==> config.mk <==
export PLATFORM = sky130hd
export DESIGN_NAME = sample_frame_buffer
export DESIGN_NICKNAME = d
export VERILOG_FILES = /design/src/rtl/dav_pkg.sv /design/src/rtl/edge_sync.sv /design/src/rtl/sample_frame_buffer.sv
export SDC_FILE = /design/constraint.sdc
export NUM_CORES = 2
export LEC_CHECK = 0
export ABC_AREA = 1
export CAP_MARGIN = 10
export CORE_AREA = 2 2 413 415
export DETAILED_ROUTE_END_ITERATION = 12
export DIE_AREA = 0 0 415 417
export PLACE_DENSITY = 0.65
export SLEW_MARGIN = 10
export SYNTH_ARGS = -nofsm -noshare
export SYNTH_HDL_FRONTEND = slang
export SYNTH_SLANG_ARGS = --single-unit
==> constraint.sdc <==
create_clock -name clock -period 6.9 [get_ports clock]
set_input_delay 2.07 -clock clock [delete_from_list [all_inputs] [get_ports clock]]
set_output_delay 2.07 -clock clock [all_outputs]
set_load 0.05 [all_outputs]
==> src/rtl/dav_pkg.sv <==
//==============================================================================
// Module      : dav_pkg
// Description : Shared types and constants for the sample frame buffer.
// Revision    : 1.0 - initial release
//==============================================================================
`default_nettype none

package dav_pkg;

  localparam int FRAME_LEN_DEFAULT = 64;

  typedef enum logic [0:0] {
    IDLE   = 1'b0,
    STREAM = 1'b1
  } rd_state_t;

  function automatic int idx_w(input int n);
    return $clog2(n);
  endfunction

endpackage

`default_nettype wire

==> src/rtl/edge_sync.sv <==
//==============================================================================
// Module      : edge_sync
// Description : Synchronizer chain plus rising-edge detect for an async level.
// Revision    : 1.0 - initial release
//==============================================================================
`default_nettype none

module edge_sync #(
  parameter int SYNC_STAGES = 2
) (
  input  logic clock,
  input  logic reset,
  input  logic async_in,
  output logic strobe
);

  logic [SYNC_STAGES-1:0] sync_q;
  logic                   hist_q;

  // Loading all 1s hides an input that is already high at reset release.
  always_ff @(posedge clock) begin
    if (reset) begin
      sync_q <= '1;
      hist_q <= 1'b1;
    end else begin
      sync_q <= {sync_q[SYNC_STAGES-2:0], async_in};
      hist_q <= sync_q[SYNC_STAGES-1];
    end
  end

  assign strobe = sync_q[SYNC_STAGES-1] & ~hist_q;

endmodule

`default_nettype wire

==> src/rtl/sample_frame_buffer.sv <==
//==============================================================================
// Module      : sample_frame_buffer
// Description : Captures one sample per sampleClock edge into ping-pong frames
//               and streams completed frames over valid/ready.
// Revision    : 1.0 - initial release
//==============================================================================
`default_nettype none

module sample_frame_buffer
  import dav_pkg::*;
#(
  parameter int DATA_WIDTH  = 16,
  parameter int FRAME_LEN   = FRAME_LEN_DEFAULT,
  parameter int SYNC_STAGES = 2
) (
  input  logic                         clock,
  input  logic                         reset,
  input  logic                         sampleClock,
  input  logic [DATA_WIDTH-1:0]        sampleIn,
  output logic                         outValid,
  input  logic                         outReady,
  output logic [DATA_WIDTH-1:0]        outData,
  output logic [$clog2(FRAME_LEN)-1:0] outIndex,
  output logic                         outLast,
  output logic                         overflow
);

  localparam int               IDX_W    = idx_w(FRAME_LEN);
  localparam logic [IDX_W-1:0] LAST_IDX = IDX_W'(FRAME_LEN - 1);

  logic strobe;

  edge_sync #(
    .SYNC_STAGES(SYNC_STAGES)
  ) u_edge_sync (
    .clock    (clock),
    .reset    (reset),
    .async_in (sampleClock),
    .strobe   (strobe)
  );

  logic [DATA_WIDTH-1:0] mem_q [2][FRAME_LEN];

  logic             wr_bank_q, wr_bank_d;
  logic [IDX_W-1:0] wr_ptr_q,  wr_ptr_d;
  logic [1:0]       full_q,    full_d;
  logic             overflow_q, overflow_d;
  rd_state_t        state_q,   state_d;
  logic             rd_bank_q, rd_bank_d;
  logic [IDX_W-1:0] rd_idx_q,  rd_idx_d;

  logic rd_done;
  logic other_free;

  assign rd_done    = (state_q == STREAM) & outReady & (rd_idx_q == LAST_IDX);
  // A bank released by this cycle's final handshake is already free for the swap.
  assign other_free = ~full_q[~wr_bank_q] | (rd_done & (rd_bank_q == ~wr_bank_q));

  always_comb begin
    wr_bank_d  = wr_bank_q;
    wr_ptr_d   = wr_ptr_q;
    full_d     = full_q;
    overflow_d = overflow_q;
    if (rd_done) begin
      full_d[rd_bank_q] = 1'b0;
    end
    if (strobe) begin
      wr_ptr_d = wr_ptr_q + 1'b1;
      if (wr_ptr_q == LAST_IDX) begin
        if (other_free) begin
          full_d[wr_bank_q] = 1'b1;
          wr_bank_d         = ~wr_bank_q;
        end else begin
          overflow_d = 1'b1;
        end
      end
    end
  end

  always_comb begin
    state_d   = state_q;
    rd_bank_d = rd_bank_q;
    rd_idx_d  = rd_idx_q;
    case (state_q)
      IDLE: begin
        if (|full_q) begin
          state_d   = STREAM;
          rd_bank_d = ~full_q[0];
          rd_idx_d  = '0;
        end
      end
      STREAM: begin
        if (outReady) begin
          rd_idx_d = rd_idx_q + 1'b1;
          if (rd_idx_q == LAST_IDX) begin
            state_d = IDLE;
          end
        end
      end
    endcase
  end

  always_ff @(posedge clock) begin
    if (reset) begin
      wr_bank_q  <= 1'b0;
      wr_ptr_q   <= '0;
      full_q     <= '0;
      overflow_q <= 1'b0;
      state_q    <= IDLE;
      rd_bank_q  <= 1'b0;
      rd_idx_q   <= '0;
    end else begin
      wr_bank_q  <= wr_bank_d;
      wr_ptr_q   <= wr_ptr_d;
      full_q     <= full_d;
      overflow_q <= overflow_d;
      state_q    <= state_d;
      rd_bank_q  <= rd_bank_d;
      rd_idx_q   <= rd_idx_d;
    end
  end

  always_ff @(posedge clock) begin
    if (strobe && !reset) begin
      mem_q[wr_bank_q][wr_ptr_q] <= sampleIn;
    end
  end

  assign outValid = (state_q == STREAM);
  assign outData  = outValid ? mem_q[rd_bank_q][rd_idx_q] : '0;
  assign outIndex = outValid ? rd_idx_q : '0;
  assign outLast  = outValid & (rd_idx_q == LAST_IDX);
  assign overflow = overflow_q;

endmodule

`default_nettype wire

==> results.json <==
{
  "status": "finished, final reports clean",
  "holdBufCountCts": 0,
  "fmax_ghz": 0.161,
  "cts_resized": 0,
  "timing.final.ws_setup_ps": 671,
  "tightest_slew_ps": 1210,
  "setup_viol": 0,
  "synthMuxAreaShare_pct": 0,
  "cts_buffers": 202,
  "antenna_found_initial": 3,
  "final_util_pct": 55.4,
  "stdcell_count": 9429,
  "cts.sink_count": 2070,
  "worst_setup_path_end_kind": "output pin",
  "grt_pass1_vias": 52000,
  "r2r_cells": 8,
  "skew_ps": 63.4,
  "grt_max_degree": 169,
  "fin_nets": 7063,
  "crit-reg2reg-launch": "u_edge_sync.sync_q[1]",
  "syn2layout_area_growth_pct": 11.4,
  "clockRootBuffer": "clkbuf_16",
  "fill_cells": 13700,
  "die_width_um": 415,
  "synth_simple_gate_area_share_pct": 22.8,
  "synthTopCellsByArea": "edfxtp_1, nand3_1, nand2_1",
  "cts_setup_buffers": 0,
  "critical-path-max-stage-delay_ps": 490,
  "r2r_end": "mem_q[1][898]",
  "rows": 151,
  "synth.net_count": 7062,
  "cts_max_level": 4,
  "crit_required_ps": 4830,
  "gr-total-overflow": 0,
  "synth.largest_area_cell": "edfxtp_1",
  "worstPathMaxFanout": 168,
  "cts.clk_slew.worst_paths_ps": 60,
  "fin_area_um2": 93300,
  "yosys.cell_types.count": 31,
  "p_total_mw": 24.7,
  "die-area_um2": 173000,
  "syn-cell-area_um2": 83800,
  "setup_tns_ps": 0,
  "synth_area_per_cell_um2": 11.9,
  "cts_buffer_depth": 3,
  "drive_gt1_share_pct": 7.82,
  "vias": 55000,
  "regToRegSetupSlack_ps": 3850,
  "critPathArrivalTime_ps": 4160,
  "cpMaxStageDelayCell": "inv_16",
  "synthXorXnorAreaFrac_pct": 0.0105,
  "ys_ff_latch": 2070,
  "maxSlewViolCount": 0,
  "rsz0062_at_grt": "false",
  "place_hpwl_um": 125000,
  "dr.pass1.iters": 8,
  "ios": 45,
  "worstHoldStart": "u_edge_sync.sync_q[0]",
  "path_class": "reg2out",
  "synthAdderAreaFrac_pct": 0.0299,
  "critPathTopFamily": "simple AND/OR/NAND/NOR gates",
  "timing.slew.headroom_pct": 19.4,
  "crit_path_cell_trace": "inv_16 -> buf_4 -> nand2_1 -> nand3_1 -> nand3_1 -> nand3_1 -> nand3_1 -> nand3_1 -> nand3_1 -> nand2_1 -> buf_12",
  "drv_cap": 0,
  "start_util_pct": 49.7,
  "die_y_um": 417,
  "synth_cells": 7040,
  "vias_per_cell": 5.84,
  "clkLatencyLatePin_ps": 870,
  "crit_path_frequent_cell": "nand3_1",
  "power_density_nw_per_um2": 265,
  "critPathLaunchType": "flop",
  "synth_top_family_by_area": "simple AND/OR/NAND/NOR gates",
  "p_leak_nw": 32.5,
  "holdWs_ps": 425,
  "placed_cell_area_um2": 86900,
  "track_usage_pct": 26.0,
  "gp_congestion": 0.910,
  "coreArea_um2": 169000,
  "port_buffers": 44,
  "hp-class": "reg2reg",
  "wl_um": 227000,
  "yosysSeqAreaShare_pct": 74.0,
  "grt_first_pass_wirelength_um": 337000,
  "tritoncts": "done",
  "drt_iter0_drc": 6980,
  "hold_viol": 0,
  "min_period_over_period_pct": 90.3,
  "crit_buf_inv": 3,
  "dp_slack_ps": 1660,
  "min_period_ps": 6230,
  "synth_compound_area_share_pct": 0.194,
  "drcViolationCount": 0,
  "min_path_cells": 1,
  "synth_top_area_share_pct": 73.4,
  "dp.cells": 9055,
  "yosysWarnings": 0,
  "post_drt_wl_per_cell_um": 24.1,
  "hold_end": "u_edge_sync.sync_q[1]",
  "antenna_left": 0,
  "ir_drop_mv": 0.301
}
-- layout make-up --
| cell class | count | area [um2] | share of cell area, % |
|---|---|---|---|
| timing repair buffer | 267 | 2650 | 2.84 |
| clock inverter | 120 | 1140 | 1.22 |
| clock buffer | 252 | 5270 | 5.65 |
| inverter | 40 | 184 | 0.197 |
| sequential | 2070 | 62000 | 66.4 |
| antenna | 2 | 5.00 | 0.00536 |
| multi-input combinational | 4460 | 19300 | 20.7 |
| tap | 2218 | 2780 | 2.97 |
-- power breakdown --
group / internal, mW / switching [mW] / total [mW] / leakage, nW
sequential: 13.8 / 0.00106 / 13.8 / 18.6
clock: 5.85 / 4.79 / 10.6 / 3.12
combinational: 0.0159 / 0.240 / 0.256 / 10.8
-- cell families after synthesis --
family / Yosys count
AO/OA/AOI/OAI: 28
XOR/XNOR: 1
adder cells (fa/ha/maj): 2
buffers and inverters: 510
flip-flops: 2070
AND/OR/NAND/NOR: 4429
-- synth_stat cells, drive strengths merged --
| library cell | instances |
|---|---|
| nor2 | 152 |
| ha | 2 |
| o311ai | 1 |
| a311oi | 1 |
| clkinv | 2 |
| a21oi | 14 |
| or2 | 3 |
| nand3 | 1938 |
| buf | 387 |
| a221oi | 1 |
| nor3 | 11 |
| dfxtp | 22 |
| edfxtp | 2048 |
| inv | 38 |
| nand2 | 2322 |
| o21ai | 7 |
| xnor2 | 1 |
| nand4 | 3 |
| clkbuf | 83 |
| a2111oi | 1 |
| a211oi | 1 |
| a22oi | 1 |
| o21a | 1 |
-- registers in the layout, summed over array words and instances, names as in the netlist, named ones only --
signal,cells
outValid,1
overflow,1
wr_bank_q,1
rd_bank_q,1
full_q,2
rd_idx_q,6
mem_q,2048
u_edge_sync.hist_q,1
wr_ptr_q,6
u_edge_sync.sync_q,2
-- routing by layer --
metal | vias to the layer above | GRT usage (%) | wire (um)
met4 | 0 | 11.2 | 9580
met5 | - | 0 | 0
met2 | 2663 | 40.3 | 105000
met3 | 380 | 4.30 | 20800
li1 | 24900 | - | -
met1 | 27100 | 36.6 | 92000
-- how the worst max path moves through the flow --
stage	from	endpoint	slack [ps]	depth (start not counted)
after floorplan	outValid	outData[0]	2580	6
final	flop	outData[10]	670	11
after detailed placement	reset	mem_q[1][273]	1660	8
after global placement	reset	mem_q[0][383]	1620	6
after CTS	flop	outData[1]	720	13
after global routing	flop	outData[10]	560	11
-- placed cells by master, fill, tap and decap left out, types with 11 or more instances in the layout --
cell type / Yosys / layout
a21oi_1: 14 / 14
buf_12: 0 / 49
buf_4: 62 / 206
clkbuf_1: 83 / 47
clkbuf_16: 0 / 202
clkdlybuf4s50_1: 0 / 12
clkinv_1: 2 / 50
clkinv_16: 0 / 11
clkinv_2: 0 / 42
dfxtp_1: 22 / 16
edfxtp_1: 2048 / 2048
inv_1: 35 / 32
nand2_1: 2322 / 2322
nand3_1: 1938 / 1938
nor2_1: 152 / 140
nor2_2: 0 / 12
(Power assumes the default switching activity.)
